--- src/rtl/bidir_buffer_ctrl_if.sv ---
// -----------------------------------------------------------------------------
// bidir_buffer_ctrl_if
// Signal bundle between the bidirectional-buffer controller and its
// surroundings (request source, the 8-bit buffer's CE/SR pins and its
// AOUT/BOUT outputs fed back for capture).
//
// Signals:
//   REQ_UP, REQ_DN   level requests for A->B / B->A transfers
//   BOUT_IN, AOUT_IN buffer outputs sampled back at the end of a transfer
//   CE, SR           buffer chip enable and direction (SR=1 is up)
//   BUSY, DONE       controller status and one-cycle completion pulse
//   DIR_LAST         direction of the last completed transfer
//   DATA_CAPT        data captured by the last completed transfer
//   CNT_CLR, XFER_CNT  completed-transfer counter clear/value, present only
//                      when BIDIR_XFER_CNT_EN is defined
//
// Modports:
//   master  the controller itself (drives CE/SR/status)
//   slave   the environment (drives requests and buffer data)
// -----------------------------------------------------------------------------
interface bidir_buffer_ctrl_if;
    logic       REQ_UP;
    logic       REQ_DN;
    logic [7:0] BOUT_IN;
    logic [7:0] AOUT_IN;
    logic       CE;
    logic       SR;
    logic       BUSY;
    logic       DONE;
    logic       DIR_LAST;
    logic [7:0] DATA_CAPT;
`ifdef BIDIR_XFER_CNT_EN
    logic        CNT_CLR;
    logic [15:0] XFER_CNT;

    modport master (
        input  REQ_UP, REQ_DN, BOUT_IN, AOUT_IN, CNT_CLR,
        output CE, SR, BUSY, DONE, DIR_LAST, DATA_CAPT, XFER_CNT
    );

    modport slave (
        output REQ_UP, REQ_DN, BOUT_IN, AOUT_IN, CNT_CLR,
        input  CE, SR, BUSY, DONE, DIR_LAST, DATA_CAPT, XFER_CNT
    );
`else
    modport master (
        input  REQ_UP, REQ_DN, BOUT_IN, AOUT_IN,
        output CE, SR, BUSY, DONE, DIR_LAST, DATA_CAPT
    );

    modport slave (
        output REQ_UP, REQ_DN, BOUT_IN, AOUT_IN,
        input  CE, SR, BUSY, DONE, DIR_LAST, DATA_CAPT
    );
`endif
endinterface

--- src/rtl/bidir_buffer_ctrl.sv ---
// -----------------------------------------------------------------------------
// bidir_buffer_ctrl
// Drives CE/SR of an 8-bit bidirectional buffer. Arbitrates up (A->B, SR=1)
// and down (B->A, SR=0) requests with a round-robin pointer when both are
// present, inserts TURN_CYCLES dead cycles (CE=0) whenever the direction
// changes, holds CE high for DRIVE_CYCLES, then latches the buffer output
// and pulses DONE for one cycle.
//
// Ports:
//   CLK  system clock, rising edge
//   RST  asynchronous active-high reset; drops CE immediately and abandons
//        any transfer in flight (no DONE)
//   bus  bidir_buffer_ctrl_if.master (requests, buffer data in, CE/SR,
//        BUSY/DONE/DIR_LAST/DATA_CAPT out)
//
// Parameters:
//   DRIVE_CYCLES  CE-high cycles per transfer, legal 1..15
//   TURN_CYCLES   CE-low dead cycles on a direction change, legal 1..7
//
// Optional feature (macro BIDIR_XFER_CNT_EN):
//   adds bus.XFER_CNT, a saturating 16-bit count of completed transfers,
//   and bus.CNT_CLR, a synchronous clear that wins over a coincident DONE.
// -----------------------------------------------------------------------------
module bidir_buffer_ctrl #(
    parameter int unsigned DRIVE_CYCLES = 2,
    parameter int unsigned TURN_CYCLES  = 1
) (
    input  logic                  CLK,
    input  logic                  RST,
    bidir_buffer_ctrl_if.master   bus
);

    typedef enum logic [1:0] {
        ST_IDLE  = 2'd0,
        ST_TURN  = 2'd1,
        ST_DRIVE = 2'd2,
        ST_DONE  = 2'd3
    } state_t;

    localparam logic [3:0] DRV_LAST  = 4'(DRIVE_CYCLES - 1);
    localparam logic [2:0] TURN_LAST = 3'(TURN_CYCLES - 1);

    state_t     state;
    state_t     state_nxt;
    logic [3:0] drv_cnt;
    logic [3:0] drv_cnt_nxt;
    logic [2:0] turn_cnt;
    logic [2:0] turn_cnt_nxt;
    logic       sr_q;
    logic       sr_nxt;
    logic       ptr_up_q;      // 1: next contested grant goes up
    logic       ptr_up_nxt;
    logic       dir_last_q;
    logic       dir_last_nxt;
    logic [7:0] data_q;
    logic [7:0] data_nxt;

    logic       req_any;
    logic       req_both;
    logic       grant_up;
    logic       arb_en;

    // Arbitration: a lone request wins outright; a tie goes to the pointer.
    assign req_any  = bus.REQ_UP | bus.REQ_DN;
    assign req_both = bus.REQ_UP & bus.REQ_DN;
    assign grant_up = req_both ? ptr_up_q : bus.REQ_UP;

    // State and control registers
    always_ff @(posedge CLK or posedge RST) begin
        if (RST) begin
            state      <= ST_IDLE;
            drv_cnt    <= '0;
            turn_cnt   <= '0;
            sr_q       <= 1'b0;
            ptr_up_q   <= 1'b1;
            dir_last_q <= 1'b0;
            data_q     <= '0;
        end else begin
            state      <= state_nxt;
            drv_cnt    <= drv_cnt_nxt;
            turn_cnt   <= turn_cnt_nxt;
            sr_q       <= sr_nxt;
            ptr_up_q   <= ptr_up_nxt;
            dir_last_q <= dir_last_nxt;
            data_q     <= data_nxt;
        end
    end

    // Next-state logic. Counters default to zero so that every state entry
    // starts them cleared; they only advance while dwelling in their state.
    always_comb begin
        state_nxt    = state;
        drv_cnt_nxt  = '0;
        turn_cnt_nxt = '0;
        sr_nxt       = sr_q;
        ptr_up_nxt   = ptr_up_q;
        dir_last_nxt = dir_last_q;
        data_nxt     = data_q;
        arb_en       = 1'b0;

        case (state)
            ST_IDLE: begin
                arb_en = 1'b1;
            end

            ST_TURN: begin
                if (turn_cnt == TURN_LAST) begin
                    state_nxt = ST_DRIVE;
                end else begin
                    turn_cnt_nxt = turn_cnt + 3'd1;
                end
            end

            ST_DRIVE: begin
                if (drv_cnt == DRV_LAST) begin
                    state_nxt    = ST_DONE;
                    dir_last_nxt = sr_q;
                    data_nxt     = sr_q ? bus.BOUT_IN : bus.AOUT_IN;
                end else begin
                    drv_cnt_nxt = drv_cnt + 4'd1;
                end
            end

            ST_DONE: begin
                // The DONE exit edge is the return to IDLE; a request still
                // present here is granted at once so back-to-back transfers
                // see no extra idle cycle.
                state_nxt = ST_IDLE;
                arb_en    = 1'b1;
            end

            default: begin
                state_nxt = ST_IDLE;
            end
        endcase

        if (arb_en && req_any) begin
            if (req_both) begin
                ptr_up_nxt = ~ptr_up_q;
            end
            if (grant_up == sr_q) begin
                state_nxt = ST_DRIVE;
            end else begin
                // SR moves with the TURN entry, so it is settled for the
                // whole dead gap before CE rises.
                state_nxt = ST_TURN;
                sr_nxt    = grant_up;
            end
        end
    end

    // Outputs are decoded from state only, so CE falls as soon as RST
    // clears the state register.
    assign bus.CE        = (state == ST_DRIVE);
    assign bus.SR        = sr_q;
    assign bus.BUSY      = (state != ST_IDLE);
    assign bus.DONE      = (state == ST_DONE);
    assign bus.DIR_LAST  = dir_last_q;
    assign bus.DATA_CAPT = data_q;

`ifdef BIDIR_XFER_CNT_EN
    logic [15:0] xfer_cnt;

    // Completed-transfer counter: counts DONE cycles, sticks at all-ones.
    always_ff @(posedge CLK or posedge RST) begin
        if (RST) begin
            xfer_cnt <= '0;
        end else if (bus.CNT_CLR) begin
            xfer_cnt <= '0;
        end else if ((state == ST_DONE) && (xfer_cnt != 16'hFFFF)) begin
            xfer_cnt <= xfer_cnt + 16'd1;
        end
    end

    assign bus.XFER_CNT = xfer_cnt;
`endif

endmodule

--- src/flat_wrapper.sv ---
// flat-port wrapper written by rule: the top's interface ports become plain ports
module bidir_buffer_ctrl_flat 
#(
    parameter int unsigned DRIVE_CYCLES = 2,
    parameter int unsigned TURN_CYCLES  = 1
)
  (CLK, RST, bus_REQ_UP, bus_REQ_DN, bus_BOUT_IN, bus_AOUT_IN, bus_CE, bus_SR, bus_BUSY, bus_DONE, bus_DIR_LAST, bus_DATA_CAPT);
  bidir_buffer_ctrl_if bus_i ();
  input  logic CLK;
  input  logic RST;
  input wire logic [$bits(bus_i.REQ_UP)-1:0] bus_REQ_UP;
  input wire logic [$bits(bus_i.REQ_DN)-1:0] bus_REQ_DN;
  input wire logic [$bits(bus_i.BOUT_IN)-1:0] bus_BOUT_IN;
  input wire logic [$bits(bus_i.AOUT_IN)-1:0] bus_AOUT_IN;
  output wire logic [$bits(bus_i.CE)-1:0] bus_CE;
  output wire logic [$bits(bus_i.SR)-1:0] bus_SR;
  output wire logic [$bits(bus_i.BUSY)-1:0] bus_BUSY;
  output wire logic [$bits(bus_i.DONE)-1:0] bus_DONE;
  output wire logic [$bits(bus_i.DIR_LAST)-1:0] bus_DIR_LAST;
  output wire logic [$bits(bus_i.DATA_CAPT)-1:0] bus_DATA_CAPT;
  assign bus_i.REQ_UP = bus_REQ_UP;
  assign bus_i.REQ_DN = bus_REQ_DN;
  assign bus_i.BOUT_IN = bus_BOUT_IN;
  assign bus_i.AOUT_IN = bus_AOUT_IN;
  assign bus_CE = bus_i.CE;
  assign bus_SR = bus_i.SR;
  assign bus_BUSY = bus_i.BUSY;
  assign bus_DONE = bus_i.DONE;
  assign bus_DIR_LAST = bus_i.DIR_LAST;
  assign bus_DATA_CAPT = bus_i.DATA_CAPT;
  bidir_buffer_ctrl #(.DRIVE_CYCLES(DRIVE_CYCLES), .TURN_CYCLES(TURN_CYCLES)) u_core (.CLK(CLK), .RST(RST), .bus(bus_i));
endmodule
--- config.mk ---
export PLATFORM = sky130hd
export DESIGN_NAME = bidir_buffer_ctrl_flat
export DESIGN_NICKNAME = d
export VERILOG_FILES = /design/src/rtl/bidir_buffer_ctrl_if.sv /design/src/rtl/bidir_buffer_ctrl.sv /design/src/flat_wrapper.sv
export SDC_FILE = /design/constraint.sdc
export NUM_CORES = 1
export LEC_CHECK = 0
export ABC_AREA = 1
export CORE_MARGIN = 8
export CORE_UTILIZATION = 35
export CTS_CLUSTER_DIAMETER = 200
export DETAILED_ROUTE_END_ITERATION = 8
export PLACE_DENSITY_LB_ADDON = 0.25
export REMOVE_ABC_BUFFERS = 1
export SYNTH_ARGS = -nofsm -noshare
export SYNTH_HDL_FRONTEND = slang
export SYNTH_SLANG_ARGS = --single-unit
--- constraint.sdc ---
create_clock -name CLK -period 2.05 [get_ports CLK]
set_input_delay 0.41 -clock CLK [delete_from_list [all_inputs] [get_ports CLK]]
set_output_delay 0.41 -clock CLK [all_outputs]
set_load 0.02 [all_outputs]
==> summary.txt, run 1 <==
Logic synthesis
  – Post-Syn Instances: between 100 and 150
  – Yosys top cell area share: 43.1%
  – Top post-synthesis cells by area: dfrtp_1 (43%), ha_1 (11%), nand2_1 (9.2%), nor2_1 (8.2%), o31ai_1 (5.4%)
  – Post-synth cell types: 21
  – Warnings, synthesis: 0
  – Sequential-to-total area share from yosys stat: between 40% and 50%
  – Synth Register Bits: 20
  – Mapped Area: about 1100 um^2
  – Post-synth top area cell: dfrtp_1
  – Syn Area/Cell: around 8.8 um^2

STA
  – Unrepaired setup endpoints after global routing: false
  – Final setup violation count: 0
  – Final hold violations: 0
  – F_max: roughly 540 MHz
  – Clock skew: 0.00590 ns
  – Final min period: around 1.8 ns
  – Sum Neg Setup Slack: 0 ns
  – Worst relative slew slack: 75.1%
  – Max Slew Vio Count: 0
  – Final period util: ~90%
  – Least-Margin Pin Slew: roughly 0.37 ns

Pwr
  – Combinational cell fraction of total power: 57.3%
  – Share of power burned in registers: 31.4%
  – Total power: ~2 mW
  – Cell internal pwr: about 1.2 mW
  – Power Density: about 1300 nW/um^2
  – VDD IR-drop max: between 0.4 and 0.5 mV
  – Sw power: 0.877 mW
  – Pleak: 0.736 nW
  – Clock power share: between 10% and 20%
  – Sw Share: between 40 and 50%

Finish
  – Share of cells above drive strength 1: 9.88%
  – Final nets: ~190
  – FF+latch area: roughly 500 um^2
  – N_diodes: 0
  – Multi-input logic area: ~530 um^2
  – # fillers: around 290
  – Area Growth Syn to Fin: 37.4%

Clocking
  – CTS Sinks: 20
  – CTS buffer count: 3
  – H-Tree Depth: 1
  – Clock root cell: clkbuf_4
  – Bufs on Longest Clock Path: 2
  – CTS tree: yes
  – Reg clk slew, reported paths: around 0.11 ns
  – Clock latency at the later pin of the worst-skew pair: roughly 0.30 ns

Setup path
  – Worst setup path class: flip-flop to primary output
  – Crit path capture type: primary output
  – Worst Path Required: 1.64 ns
  – Crit path launch type: flip-flop
  – Crit path arrival time: about 1.4 ns
  – CP Max Fanout: 4

Global routing
  – Global-route wire length before repair: between 4 and 5 mm
  – Global route overflow: 0
  – Pin count of the biggest net entering global routing: 21
  – Vias in the first global route: 917
  – Total Routing Usage GR: 10.1%
  – Antenna violations before repair: 0

Drt
  – DRC violations left: 0
  – Via count: 947
  – Router iterations before antenna repair: 4
  – Avg WL per Cell: roughly 12 um
  – Routed Antenna Nets: 0
  – Drt first-iter violations: 45
  – DRT Wirelength: around 2.4 mm
  – Drt via density: roughly 4.6

Floorplanning
  – Starting Density: 36.4%
  – Core Rows: 20
  – I/O Pins: 33
  – Die area: 5210 um^2
  – Chip width: around 70 um
  – Height of the chip: 72.2 um
  – Core region area: between 3000 and 4000 um^2

Outcome
  – Status: finished, final reports clean

Run
  – Max_cap viols: 0

Placed design
  – Post-DP HPWL: 1.90 mm
  – PortBufs: 32
  – RD Place Congestion: around 0.76

Min path
  – Worst min-delay path class: input pin to async pin
## power groups by stage
stage | logic [mW] | registers (mW) | clock network [mW]
after floorplan | 0.585 | 0.782 | 0
after global placement | 1.16 | 0.645 | 0
after detailed placement | 1.18 | 0.652 | 0
after CTS | 1.19 | 0.639 | 0.239
after global routing | 1.29 | 0.657 | 0.260
final | 1.16 | 0.639 | 0.229
## worst paths after layout
path | startpoint | end | slack, ns | cells past startpoint
setup / recovery | u_core.state[0] | bus_CE | 0.20 | 3
hold / removal | RST | u_core.drv_cnt[3] | 0.43 | 3
setup reg to reg | u_core.state[1] | u_core.state[0] | 0.56 | 9
hold reg to reg | u_core.turn_cnt[0] | u_core.turn_cnt[0] | 0.47 | 1
max in group asynchronous | RST | u_core.ptr_up_q | 1.35 | 3
min in group CLK | u_core.turn_cnt[0] | u_core.turn_cnt[0] | 0.47 | 1
## sequential cells by signal, indices dropped and copies added, names as in the netlist
signal	flops
u_core.drv_cnt	4
u_core.bus.DIR_LAST	1
u_core.state	2
u_core.bus.SR	1
u_core.ptr_up_q	1
u_core.bus.DATA_CAPT	8
u_core.turn_cnt	3
## cell usage after synthesis, drive strengths merged
master / number
buf: 3
clkinv: 1
dfrtp: 19
dfstp: 1
ha: 10
inv: 13
nand2: 28
nand3: 8
nor2: 26
o21ai: 4
o31ai: 8
or2: 1
xnor2: 2
xor2: 2
## cell families (layout without fill, tap and decap cells)
group / Yosys count / count (layout) / synth area share [%]
XOR/XNOR: 4 / 4 / 3.18
AND/OR/NAND/NOR: 63 / 63 / 25.3
buffers and inverters: 17 / 53 / 6.80
adder cells (fa/ha/maj): 10 / 10 / 11.3
AO/OA/AOI/OAI: 12 / 12 / 7.94
flip-flops: 20 / 20 / 45.5
## critical path, cell delays in order, from the launching register on
cell,delay (ns)
dfrtp_1,0.43
inv_1,0.09
ha_1,0.25
dlygate4sd2_1,0.36
## stage by stage
stage                     cells  cell area (um^2)  setup slack [ns]  util, %  hold slack (ns)
final                       206              1520             0.201     50.1            0.427
after floorplan             123              1080             0.565        -            0.373
after global routing        206              1520            0.0912     50.1            0.450
after global placement      201              1470             0.229     48.6            0.451
after detailed placement    201              1470             0.196     48.6            0.454
after CTS                   206              1510            0.0337     50.0            0.441
## cell type report
cell class / instances / area share, %
Clock buffer: 4 / 2.39
Sequential cell: 20 / 33.1
Multi-Input combinational cell: 89 / 34.7
Inverter: 14 / 3.55
Timing Repair Buffer: 35 / 22.6
Tap cell: 44 / 3.63
## cell usage in the layout (no fill, tap or decap)
cell	instances
buf_4	3
clkbuf_4	3
clkbuf_8	1
clkdlybuf4s50_1	29
clkinv_2	1
dfrtp_1	19
dfstp_2	1
dlygate4sd2_1	2
dlymetal6s2s_1	1
ha_1	10
inv_1	13
nand2_1	27
nand2_2	1
nand3_1	6
nand3_2	1
nand3_4	1
nor2_1	24
nor2_2	1
nor2_4	1
o21ai_0	2
o21ai_2	2
o31ai_1	8
or2_0	1
xnor2_1	2
xor2_1	2
## metal layers
layer	global-route usage, %	wire length (um)	vias to the layer above	part of all wire, %
li1	-	-	471	-
met1	11.4	1030	454	42
met5	0	0	-	0
met3	3.31	149	4	6.1
met2	16.5	1200	18	49
met4	5.44	66	0	2.7
## what timing repair did
item / 4_1_cts / 5_1_grt
buffers inserted: 1 / 0
hold buffers: 0 / 0
resized for setup: 2 / 1
setup endpoints to repair: 2 / 1
Power figures use the tool's default switching activity.
==> run 2: changes to the inputs <==
MAX_ROUTING_LAYER = met4   (was unset)
REMOVE_ABC_BUFFERS = unset   (was 1)
==> run 2 against run 1 <==
  * Clock power decreased by 3%
  * Cell count decreased by 0.49%
  * Die area is the same
  * Hold slack got worse by 0.0039 ns
  * Setup slack got worse by 0.074 ns
  * Core utilization fell by 0.29 points
  * Flip-flop and latch count stayed put
  * Clock skew is 0.0027 ns higher
  * Sequential power rose by 1%
  * Maximum frequency fell by 3.9%
  * Critical path type unchanged
  * Critical endpoint is now bus_DONE
  * Largest cell class unchanged
  * Highest routed layer unchanged
==> summary.txt, run 2 (same netlist as run 1, synthesis figures left out) <==
Outcome
  – Status: finished, final reports clean (unchanged)

Pwr
  – VDD IR-drop max: 0.582 mV (was 0.446 mV)
  – Power Density: 1330 nW/um^2 (was 1340 nW/um^2)
  – Total power: 2.01 mW (was 2.03 mW)
  – Pleak: 0.714 nW (was 0.736 nW)

Floorplanning
  – I/O Pins: 33 (unchanged)
  – Die area: 5210 um^2 (unchanged)
  – Chip width: 72.2 um (unchanged)
  – Starting Density: 36.4% (unchanged)
  – Core Rows: 20 (unchanged)
  – Height of the chip: 72.2 um (unchanged)
  – Core region area: 3030 um^2 (unchanged)

STA
  – Max Slew Vio Count: 0 (unchanged)
  – Final period util: 93.8% (was 90.2%)
  – Worst relative slew slack: 74.7% (was 75.1%)
  – Sum Neg Setup Slack: 0 ns (unchanged)
  – Final min period: 1.92 ns (was 1.85 ns)
  – F_max: 520 MHz (was 541 MHz)
  – Final setup violation count: 0 (unchanged)
  – Clock skew: 0.00863 ns (was 0.00590 ns)
  – Unrepaired setup endpoints after global routing: false (unchanged)
  – Least-Margin Pin Slew: 0.378 ns (was 0.374 ns)
  – Final hold violations: 0 (unchanged)

Drt
  – DRC violations left: 0 (unchanged)
  – Routed Antenna Nets: 0 (unchanged)
  – DRT Wirelength: 2.43 mm (was 2.44 mm)
  – Drt first-iter violations: 20 (was 45)
  – Drt via density: 4.40 (was 4.60)
  – Avg WL per Cell: 11.8 um (about the same)
  – Via count: 901 (was 947)
  – Router iterations before antenna repair: 4 (unchanged)

Global routing
  – Vias in the first global route: 1002 (was 917)
  – Pin count of the biggest net entering global routing: 21 (unchanged)
  – Total Routing Usage GR: 10.9% (was 10.1%)
  – Antenna violations before repair: 0 (unchanged)
  – Global-route wire length before repair: 4.44 mm (was 4.23 mm)
  – Global route overflow: 0 (unchanged)

Finish
  – Final Util: 49.8% (was 50.1%)
  – Max FFs per register: 8 (unchanged)
  – Final nets: 192 (was 193)
  – Commonest cells after routing, fill and taps aside: clkdlybuf4s50_1 (30), nand2_1 (27), nor2_1 (24), dfrtp_1 (18), inv_1 (13) (was clkdlybuf4s50_1 (29), nand2_1 (27), nor2_1 (24), dfrtp_1 (19), inv_1 (13))
  – Leading cell type in the layout, fill and taps excluded: clkdlybuf4s50_1 (unchanged)
  – Area Growth Syn to Fin: 36.6% (was 37.4%)
  – N_diodes: 0 (unchanged)
  – Share of cells above drive strength 1: 9.94% (was 9.88%)

Clocking
  – Reg clk slew, reported paths: 0.11 ns (about the same)
  – H-Tree Depth: 1 (unchanged)
  – Hold buffer count at cts: 0 (unchanged)
  – CTS Sinks: 20 (unchanged)
  – Total setup buffers inserted after CTS: 0 (was 1)
  – Bufs on Longest Clock Path: 2 (unchanged)
  – Clock root cell: clkbuf_4 (unchanged)
  – Clock latency at the later pin of the worst-skew pair: 0.29 ns (was 0.30 ns)
  – CTS buffer count: 3 (unchanged)
  – Post-CTS Resized: 3 (was 2)
  – CTS tree: yes (unchanged)

Setup path
  – Critical path, cell by cell: ha_1, clkdlybuf4s50_1 (was inv_1, ha_1, dlygate4sd2_1)
  – Worst Reg-to-Reg Cells: 9 (unchanged)
  – Buf/Inv on CP: 1 (was 2)
  – Crit path capture: bus_DONE (was bus_CE)
  – CP Max Fanout: 6 (was 4)
  – Worst Path Required: 1.64 ns (about the same)
  – Critical R2R Capture: u_core.state[1] (was u_core.state[0])
  – Largest stage delay, worst path: 0.54 ns (was 0.43 ns)
  – Crit path capture type: primary output (unchanged)
  – Flop-to-flop setup slack: 0.58 ns (was 0.56 ns)
  – Worst setup path class: flip-flop to primary output (unchanged)
  – Reg2reg start: u_core.state[0] (was u_core.state[1])
  – Crit path arrival time: 1.51 ns (was 1.44 ns)
  – Crit path launch type: flip-flop (unchanged)
  – CP top delay family: buffers and inverters (unchanged)
  – Slowest CP cell: clkdlybuf4s50_1 (was dfrtp_1)
  – WP depth: 2 (was 3)
  – Crit path from: u_core.state[0] (unchanged)

Run
  – Max_cap viols: 0 (unchanged)

Placed design
  – Post-DP HPWL: 1.88 mm (was 1.90 mm)
  – RD Place Congestion: 0.783 (was 0.758)
  – PortBufs: 32 (unchanged)

Logic synthesis
  – Post-synthesis net count: ~160

Min path
  – Worst min-delay path class: input pin to async pin (unchanged)
==> run 2: changes by cell type in the layout (fill, tap and decap cells not counted), sizes merged <==
cell / delta
buf: -1
dlymetal6s2s: -1
clkdlybuf4s50: +1
==> run 2: worst min path at each step <==
stage | from | endpoint | slack, ns
detailed placement | u_core.turn_cnt[0] | u_core.turn_cnt[0] | 0.46
CTS | RST | u_core.drv_cnt[1] | 0.42
global placement | u_core.turn_cnt[0] | u_core.turn_cnt[0] | 0.45
floorplan | RST | u_core.bus.DATA_CAPT[0] | 0.37
global route | RST | u_core.bus.DIR_LAST | 0.48
finish | RST | u_core.drv_cnt[1] | 0.42
==> run 2: cell type report <==
cell class	instances	area [um^2]
Timing Repair Buffer	34	333
Fill cell	303	1520
Multi-Input combinational cell	89	527
Tap cell	44	55.1
Clock buffer	4	36.3
Inverter	14	53.8
Sequential cell	20	503
==> run 2: power breakdown <==
part	switching (mW)	internal, mW	total [mW]
sequential	0.0961	0.551	0.647
combinational	0.655	0.486	1.14
clock	0.115	0.108	0.223
==> run 2: metal layers <==
metal | up-vias | global-route usage (%) | wire length (um)
met5 | - | - | 0
met4 | 0 | 6.12 | 40
met3 | 2 | 1.52 | 47
met2 | 11 | 18.3 | 1240
met1 | 422 | 12.1 | 1100
li1 | 466 | - | -
==> run 2: through the flow <==
stage / hold WS, ns / setup slack (ns) / area, um^2 / instances
floorplan: 0.373 / 0.570 / 1100 / 126
global placement: 0.445 / 0.252 / 1470 / 201
detailed placement: 0.465 / 0.192 / 1470 / 201
CTS: 0.423 / 0.102 / 1510 / 205
global route: 0.477 / 0.0552 / 1510 / 205
finish: 0.423 / 0.126 / 1510 / 205
==> run 2: worst reg2reg max path, stage by stage (launching register included) <==
cell      delay [ns]
dfrtp_2         0.46
inv_1           0.09
ha_1            0.25
inv_1           0.10
o21ai_0         0.11
nand3_2         0.10
nand2_2         0.10
clkinv_2        0.06
nand2_1         0.06
nand2_1         0.05
